--- src/rtl/multicycle_ctlpath.sv ---
// Control FSM for the multicycle SiMPLE RISC-V core: FETCH/DECODE/EXECUTE/MEM/WRITEBACK over one shared bus.
// Optional retired-instruction counter output enabled by defining INSTRET_COUNTER_EN.
module multicycle_ctlpath #(
  parameter int unsigned RESET_STATE = 0
) (
  input  logic       clock,
  input  logic       reset,
  input  logic [6:0] inst_opcode,
  input  logic [2:0] inst_funct3,
  input  logic       alu_result_equal_zero,
  input  logic       mem_ready,
  output logic       inst_read_enable,
  output logic       inst_write_enable,
  output logic       operand_write_enable,
  output logic       pc_write_enable,
  output logic       regfile_write_enable,
  output logic       data_mem_read_enable,
  output logic       data_mem_write_enable,
  output logic       alu_operand_a_select,
  output logic       alu_operand_b_select,
  output logic [1:0] alu_op_type,
  output logic [1:0] reg_writeback_select,
  output logic [1:0] next_pc_select,
  output logic       illegal_inst
`ifdef INSTRET_COUNTER_EN
  ,
  output logic [31:0] instret
`endif
);

  typedef enum logic [2:0] {
    FETCH     = 3'd0,
    DECODE    = 3'd1,
    EXECUTE   = 3'd2,
    MEM       = 3'd3,
    WRITEBACK = 3'd4
  } state_t;

  typedef enum logic [6:0] {
    OPC_LOAD     = 7'b0000011,
    OPC_MISC_MEM = 7'b0001111,
    OPC_OP_IMM   = 7'b0010011,
    OPC_AUIPC    = 7'b0010111,
    OPC_STORE    = 7'b0100011,
    OPC_OP       = 7'b0110011,
    OPC_LUI      = 7'b0110111,
    OPC_BRANCH   = 7'b1100011,
    OPC_JALR     = 7'b1100111,
    OPC_JAL      = 7'b1101111,
    OPC_SYSTEM   = 7'b1110011
  } opcode_t;

  // Out-of-range reset encodings fall back to FETCH so the register always holds a legal state.
  localparam state_t RESET_STATE_E = (RESET_STATE <= 4) ? state_t'(RESET_STATE[2:0]) : FETCH;

  state_t state_q, state_d;

  logic is_load, is_store, is_op, is_op_imm, is_auipc, is_lui;
  logic is_branch, is_jal, is_jalr, is_misc_mem, is_system;
  logic is_illegal, is_nop, branch_taken;
  logic unused_funct3;

  assign unused_funct3 = inst_funct3[1];

  always_comb begin
    is_load     = (inst_opcode == OPC_LOAD);
    is_store    = (inst_opcode == OPC_STORE);
    is_op       = (inst_opcode == OPC_OP);
    is_op_imm   = (inst_opcode == OPC_OP_IMM);
    is_auipc    = (inst_opcode == OPC_AUIPC);
    is_lui      = (inst_opcode == OPC_LUI);
    is_branch   = (inst_opcode == OPC_BRANCH);
    is_jal      = (inst_opcode == OPC_JAL);
    is_jalr     = (inst_opcode == OPC_JALR);
    is_misc_mem = (inst_opcode == OPC_MISC_MEM);
    is_system   = (inst_opcode == OPC_SYSTEM);
    is_illegal  = !(is_load | is_store | is_op | is_op_imm | is_auipc | is_lui |
                    is_branch | is_jal | is_jalr | is_misc_mem | is_system);
    is_nop      = is_misc_mem | is_system | is_illegal;
    // funct3 bit0 inverts the sense (BNE/BGE/BGEU), bit2 selects SLT-style compares.
    branch_taken = alu_result_equal_zero ^ inst_funct3[0] ^ inst_funct3[2];
  end

  always_ff @(posedge clock or negedge reset) begin
    if (!reset) state_q <= RESET_STATE_E;
    else        state_q <= state_d;
  end

  always_comb begin
    state_d               = state_q;
    inst_read_enable      = 1'b0;
    inst_write_enable     = 1'b0;
    operand_write_enable  = 1'b0;
    pc_write_enable       = 1'b0;
    regfile_write_enable  = 1'b0;
    data_mem_read_enable  = 1'b0;
    data_mem_write_enable = 1'b0;
    alu_operand_a_select  = 1'b0;
    alu_operand_b_select  = 1'b0;
    alu_op_type           = 2'd0;
    reg_writeback_select  = 2'd0;
    next_pc_select        = 2'd0;
    illegal_inst          = 1'b0;

    case (state_q)
      FETCH: begin
        inst_read_enable = 1'b1;
        if (mem_ready) begin
          inst_write_enable = 1'b1;
          state_d           = DECODE;
        end
      end

      DECODE: begin
        operand_write_enable = 1'b1;
        illegal_inst         = is_illegal;
        state_d              = EXECUTE;
      end

      EXECUTE: begin
        state_d = WRITEBACK;
        if (is_op) begin
          alu_op_type = 2'd2;
        end else if (is_op_imm) begin
          alu_operand_b_select = 1'b1;
          alu_op_type          = 2'd2;
        end else if (is_auipc) begin
          alu_operand_a_select = 1'b1;
          alu_operand_b_select = 1'b1;
        end else if (is_jalr) begin
          alu_operand_b_select = 1'b1;
        end else if (is_load || is_store) begin
          alu_operand_b_select = 1'b1;
          state_d              = MEM;
        end else if (is_branch) begin
          alu_op_type     = 2'd1;
          pc_write_enable = 1'b1;
          next_pc_select  = branch_taken ? 2'd1 : 2'd0;
          state_d         = FETCH;
        end
      end

      MEM: begin
        // Address operands stay selected so the bus address is stable across wait states.
        alu_operand_b_select = 1'b1;
        if (is_load) begin
          data_mem_read_enable = 1'b1;
          if (mem_ready) state_d = WRITEBACK;
        end else if (is_store) begin
          data_mem_write_enable = 1'b1;
          if (mem_ready) begin
            pc_write_enable = 1'b1;
            state_d         = FETCH;
          end
        end else begin
          state_d = WRITEBACK;
        end
      end

      WRITEBACK: begin
        pc_write_enable      = 1'b1;
        regfile_write_enable = !is_nop;
        if (is_load)                reg_writeback_select = 2'd1;
        else if (is_jal || is_jalr) reg_writeback_select = 2'd2;
        else if (is_lui)            reg_writeback_select = 2'd3;
        if (is_jal)       next_pc_select = 2'd1;
        else if (is_jalr) next_pc_select = 2'd2;
        if (is_jalr) alu_operand_b_select = 1'b1;
        state_d = FETCH;
      end

      default: state_d = FETCH;
    endcase

    // Reset silences every control line immediately, independent of the clock.
    if (!reset) begin
      inst_read_enable      = 1'b0;
      inst_write_enable     = 1'b0;
      operand_write_enable  = 1'b0;
      pc_write_enable       = 1'b0;
      regfile_write_enable  = 1'b0;
      data_mem_read_enable  = 1'b0;
      data_mem_write_enable = 1'b0;
      alu_operand_a_select  = 1'b0;
      alu_operand_b_select  = 1'b0;
      alu_op_type           = 2'd0;
      reg_writeback_select  = 2'd0;
      next_pc_select        = 2'd0;
      illegal_inst          = 1'b0;
    end
  end

`ifdef INSTRET_COUNTER_EN
  logic [31:0] instret_q, instret_d;

  always_comb begin
    instret_d = instret_q;
    if (pc_write_enable) instret_d = instret_q + 32'd1;
  end

  always_ff @(posedge clock or negedge reset) begin
    if (!reset) instret_q <= '0;
    else        instret_q <= instret_d;
  end

  assign instret = instret_q;
`endif

endmodule

--- config.mk ---
export PLATFORM = sky130hd
export DESIGN_NAME = multicycle_ctlpath
export DESIGN_NICKNAME = d
export VERILOG_FILES = /design/src/rtl/multicycle_ctlpath.sv
export SDC_FILE = /design/constraint.sdc
export NUM_CORES = 1
export LEC_CHECK = 0
export BUFFER_PORTS_ARGS = -buffer_cell sky130_fd_sc_hd__buf_2
export CAP_MARGIN = 20
export CORE_AREA = 2 2 39 41
export DETAILED_ROUTE_END_ITERATION = 10
export DIE_AREA = 0 0 41 43
export GPL_TIMING_DRIVEN = 1
export PLACE_DENSITY_LB_ADDON = 0.05
export SLEW_MARGIN = 10
export SYNTH_ARGS = -nofsm -noshare
export SYNTH_HDL_FRONTEND = slang
export SYNTH_SLANG_ARGS = --single-unit
--- constraint.sdc ---
create_clock -name clock -period 4.4 [get_ports clock]
set_clock_uncertainty 0.2 [all_clocks]
set_input_delay 0.66 -clock clock [delete_from_list [all_inputs] [get_ports clock]]
set_output_delay 0.66 -clock clock [all_outputs]
set_load 0.01 [all_outputs]
==> metrics.md <==
| Metric | Value |
|---|---|
| Status | `complete, no violations` |
| Finished Layout Cells | `120` |
| Max_slew headroom | `0.700` |
| Tot GR Track Use | `0.208` |
| Share of cells above drive strength 1 | `0.394` |
| Synthesized cell area | `602 sq um` |
| Max-slew violation count | `0` |
| Largest register FFs | `3` |
| Layout area overhead | `23.1%` |
| First-pass GRT wire length | `2600 um` |
| Hpwl dp | `1200 um` |
| Fin crit period | `2.59 ns` |
| Crit. End Element | `output pin` |
| Final setup fails | `0` |
| Unrepaired setup endpoints after global routing | `no` |
| Synthesized area per cell | `7.72 sq um` |
| Post-CTS sizing | `0` |
| Root Buffer Master | `clkbuf_4` |
| Yosys top cell area share | `0.125` |
| FF-to-FF setup slack | `3.09 ns` |
| Yosys Warn Count | `0` |
| Total Wirelength | `1590 um` |
| Post-CTS Setup Bufs | `0` |
| Die Y | `43 um` |
| Clk sinks | `3` |
| Pre-antenna DRT Iters | `4` |
| Setup Crit Path Kind | `primary input to output pin` |
| CP peak stage delay | `0.28 ns` |
| Initial core utilization | `0.435` |
| MaxCap Viol Count | `0` |
| Peak supply drop | `0.188 mV` |
| IO buf count | `28` |
| PD cells | `312 mW/mm^2` |
| Synth async-reset ratio | `1.00` |
| Register area share after synthesis | `0.125` |
| Post-Synthesis Cells | `78` |
| CORE AREA | `0.00138 sq mm` |
| Most used cell, CP | `buf_2` |
| Fin nets | `119` |
| Final Hold Viols | `0` |
| Largest net degree at the start of global routing | `13` |
| Reg with most FFs | `state_q` |
| Top Registers | `state_q x3` |
| HP Class | `primary input to asynchronous set/reset pin` |
| Area contributors post-synth | `dfrtp_1 12%, buf_6 3.7%, inv_1 3.7%, nand2_1 3.7%, nor2_1 3.7%` |
| Worst Tran Pin Value | `0.449 ns` |
| Pre-CTS WS | `1.81 ns` |
| Worst setup SP type | `primary input` |
| Clock insertion delay at the later pin of the skew report | `0.23 ns` |
| Fin worst setup slack | `1.81 ns` |
| Clock transition at path regs | `0.04 ns` |
| Achievable frequency | `0.386 GHz` |
| Prevailing post-synth register cell | `dfrtp_1` |
| DR vias | `697` |
| Cts bufs inserted | `3` |
| # diodes | `0` |
| Setup TNS | `0 ns` |
| Critical Path RT | `3.54 ns` |
| DRT iter0 DRCs | `12` |
| Routability cong. | `0.852` |
| Cell breakdown of the critical path | `buf_2 > and2b_1 > a32oi_1 > o221a_1 > buf_2` |
| LEAKAGE | `0.362 nW` |
| Initial antenna violation count | `0` |
| Die area | `0.00176 sq mm` |
| Row cnt | `14` |
| Library cells used by synthesis | `44` |
| Slowest CP cell | `a32oi_1` |
| H-tree depth | `1` |
| Io pins | `30` |
| Worst Path Arrival | `1.73 ns` |
| Post-synth EDFFs | `0` |
| Die X | `41 um` |
| Post-synth top cells | `6 x inv_1, 6 x nand2_1, 6 x nor2_1, 4 x nand3_1` |
| Synthesized net count | `92` |
| Grt ovf | `0` |
| Post-Place Cells | `116` |
| DRT antenna net count | `0` |
| Worst Path Max Fanout | `12` |
| Tcrit/Tclk final | `0.588` |
| Cell type with the largest total area after synthesis | `dfrtp_1` |
| Clock Path Buffers | `2` |
| Routed length per instance | `13.3 um` |
| DRC viols | `0` |
| Routed vias/inst | `5.81` |
| Hold_buf cts | `0` |
| Flops & latches, synth | `3` |
| CTS tree | `yes` |
| Fin util | `0.535` |
| Vias in the first global route | `591` |
| WHS | `0.0602 ns` |
-- logic make-up after synthesis --
family	after synthesis	share of synthesized area
buffers and inverters	12	0.116
AO/OA/AOI/OAI	17	0.243
flip-flops	3	0.125
XOR/XNOR	2	0.0291
AND/OR/NAND/NOR	44	0.487
-- layer usage --
layer / track usage / part of all wire / vias up
li1: - / - / 346
met1: 0.325 / 0.49 / 329
met2: 0.284 / 0.47 / 22
met3: 0.0471 / 0.039 / 0
met4: 0.0400 / 0 / 0
met5: 0 / 0 / -
-- stage by stage --
step / area [sq um] / total power [W]
floorplan: 602 / 0.000159
global placement: 714 / 0.000182
detailed placement: 714 / 0.000184
CTS: 741 / 0.000234
global route: 741 / 0.000256
finish: 741 / 0.000231
-- cell usage in the layout (no fill, tap or decap), drive strengths merged, types with 3 or more instances in the layout --
cell type	netlist	layout
a31oi	3	3
nor2	6	6
clkbuf	0	4
nand4	4	4
or2b	3	3
inv	6	6
nand2	7	7
dfrtp	3	3
buf	6	28
nand3	5	5
-- worst max-delay path: cells and delay by family --
| kind | cells | cell delay (ns) |
|---|---|---|
| AO/OA/AOI/OAI | 2 | 0.49 |
| buffers and inverters | 2 | 0.32 |
| AND/OR/NAND/NOR | 1 | 0.25 |
-- where the power goes --
group | internal (W) | switching (W) | leakage, nW
sequential | 0.0000398 | 0.0000302 | 0.0384
clock | 0.0000340 | 0.0000143 | 0.0150
combinational | 0.0000532 | 0.0000596 | 0.309
total | 0.000127 | 0.000104 | 0.362
-- final timing paths --
check / startpoint / endpoint / depth (start not counted)
max: inst_opcode[4] / illegal_inst / 5
min: reset / state_q[1] / 1
min reg2reg: state_q[2] / state_q[1] / 1
max in group asynchronous: reset / state_q[2] / 1
min in group clock: state_q[2] / state_q[1] / 1
max reg2reg: state_q[0] / state_q[1] / 2
-- area by class of cell --
class / instances / area [sq um]
Fill cell: 158 / 643
Multi-Input combinational cell: 63 / 457
Timing Repair Buffer: 28 / 140
Sequential cell: 3 / 75.1
Clock buffer: 4 / 26.3
Inverter: 6 / 22.5
Tap cell: 16 / 20.0
(Power assumes the default switching activity.)
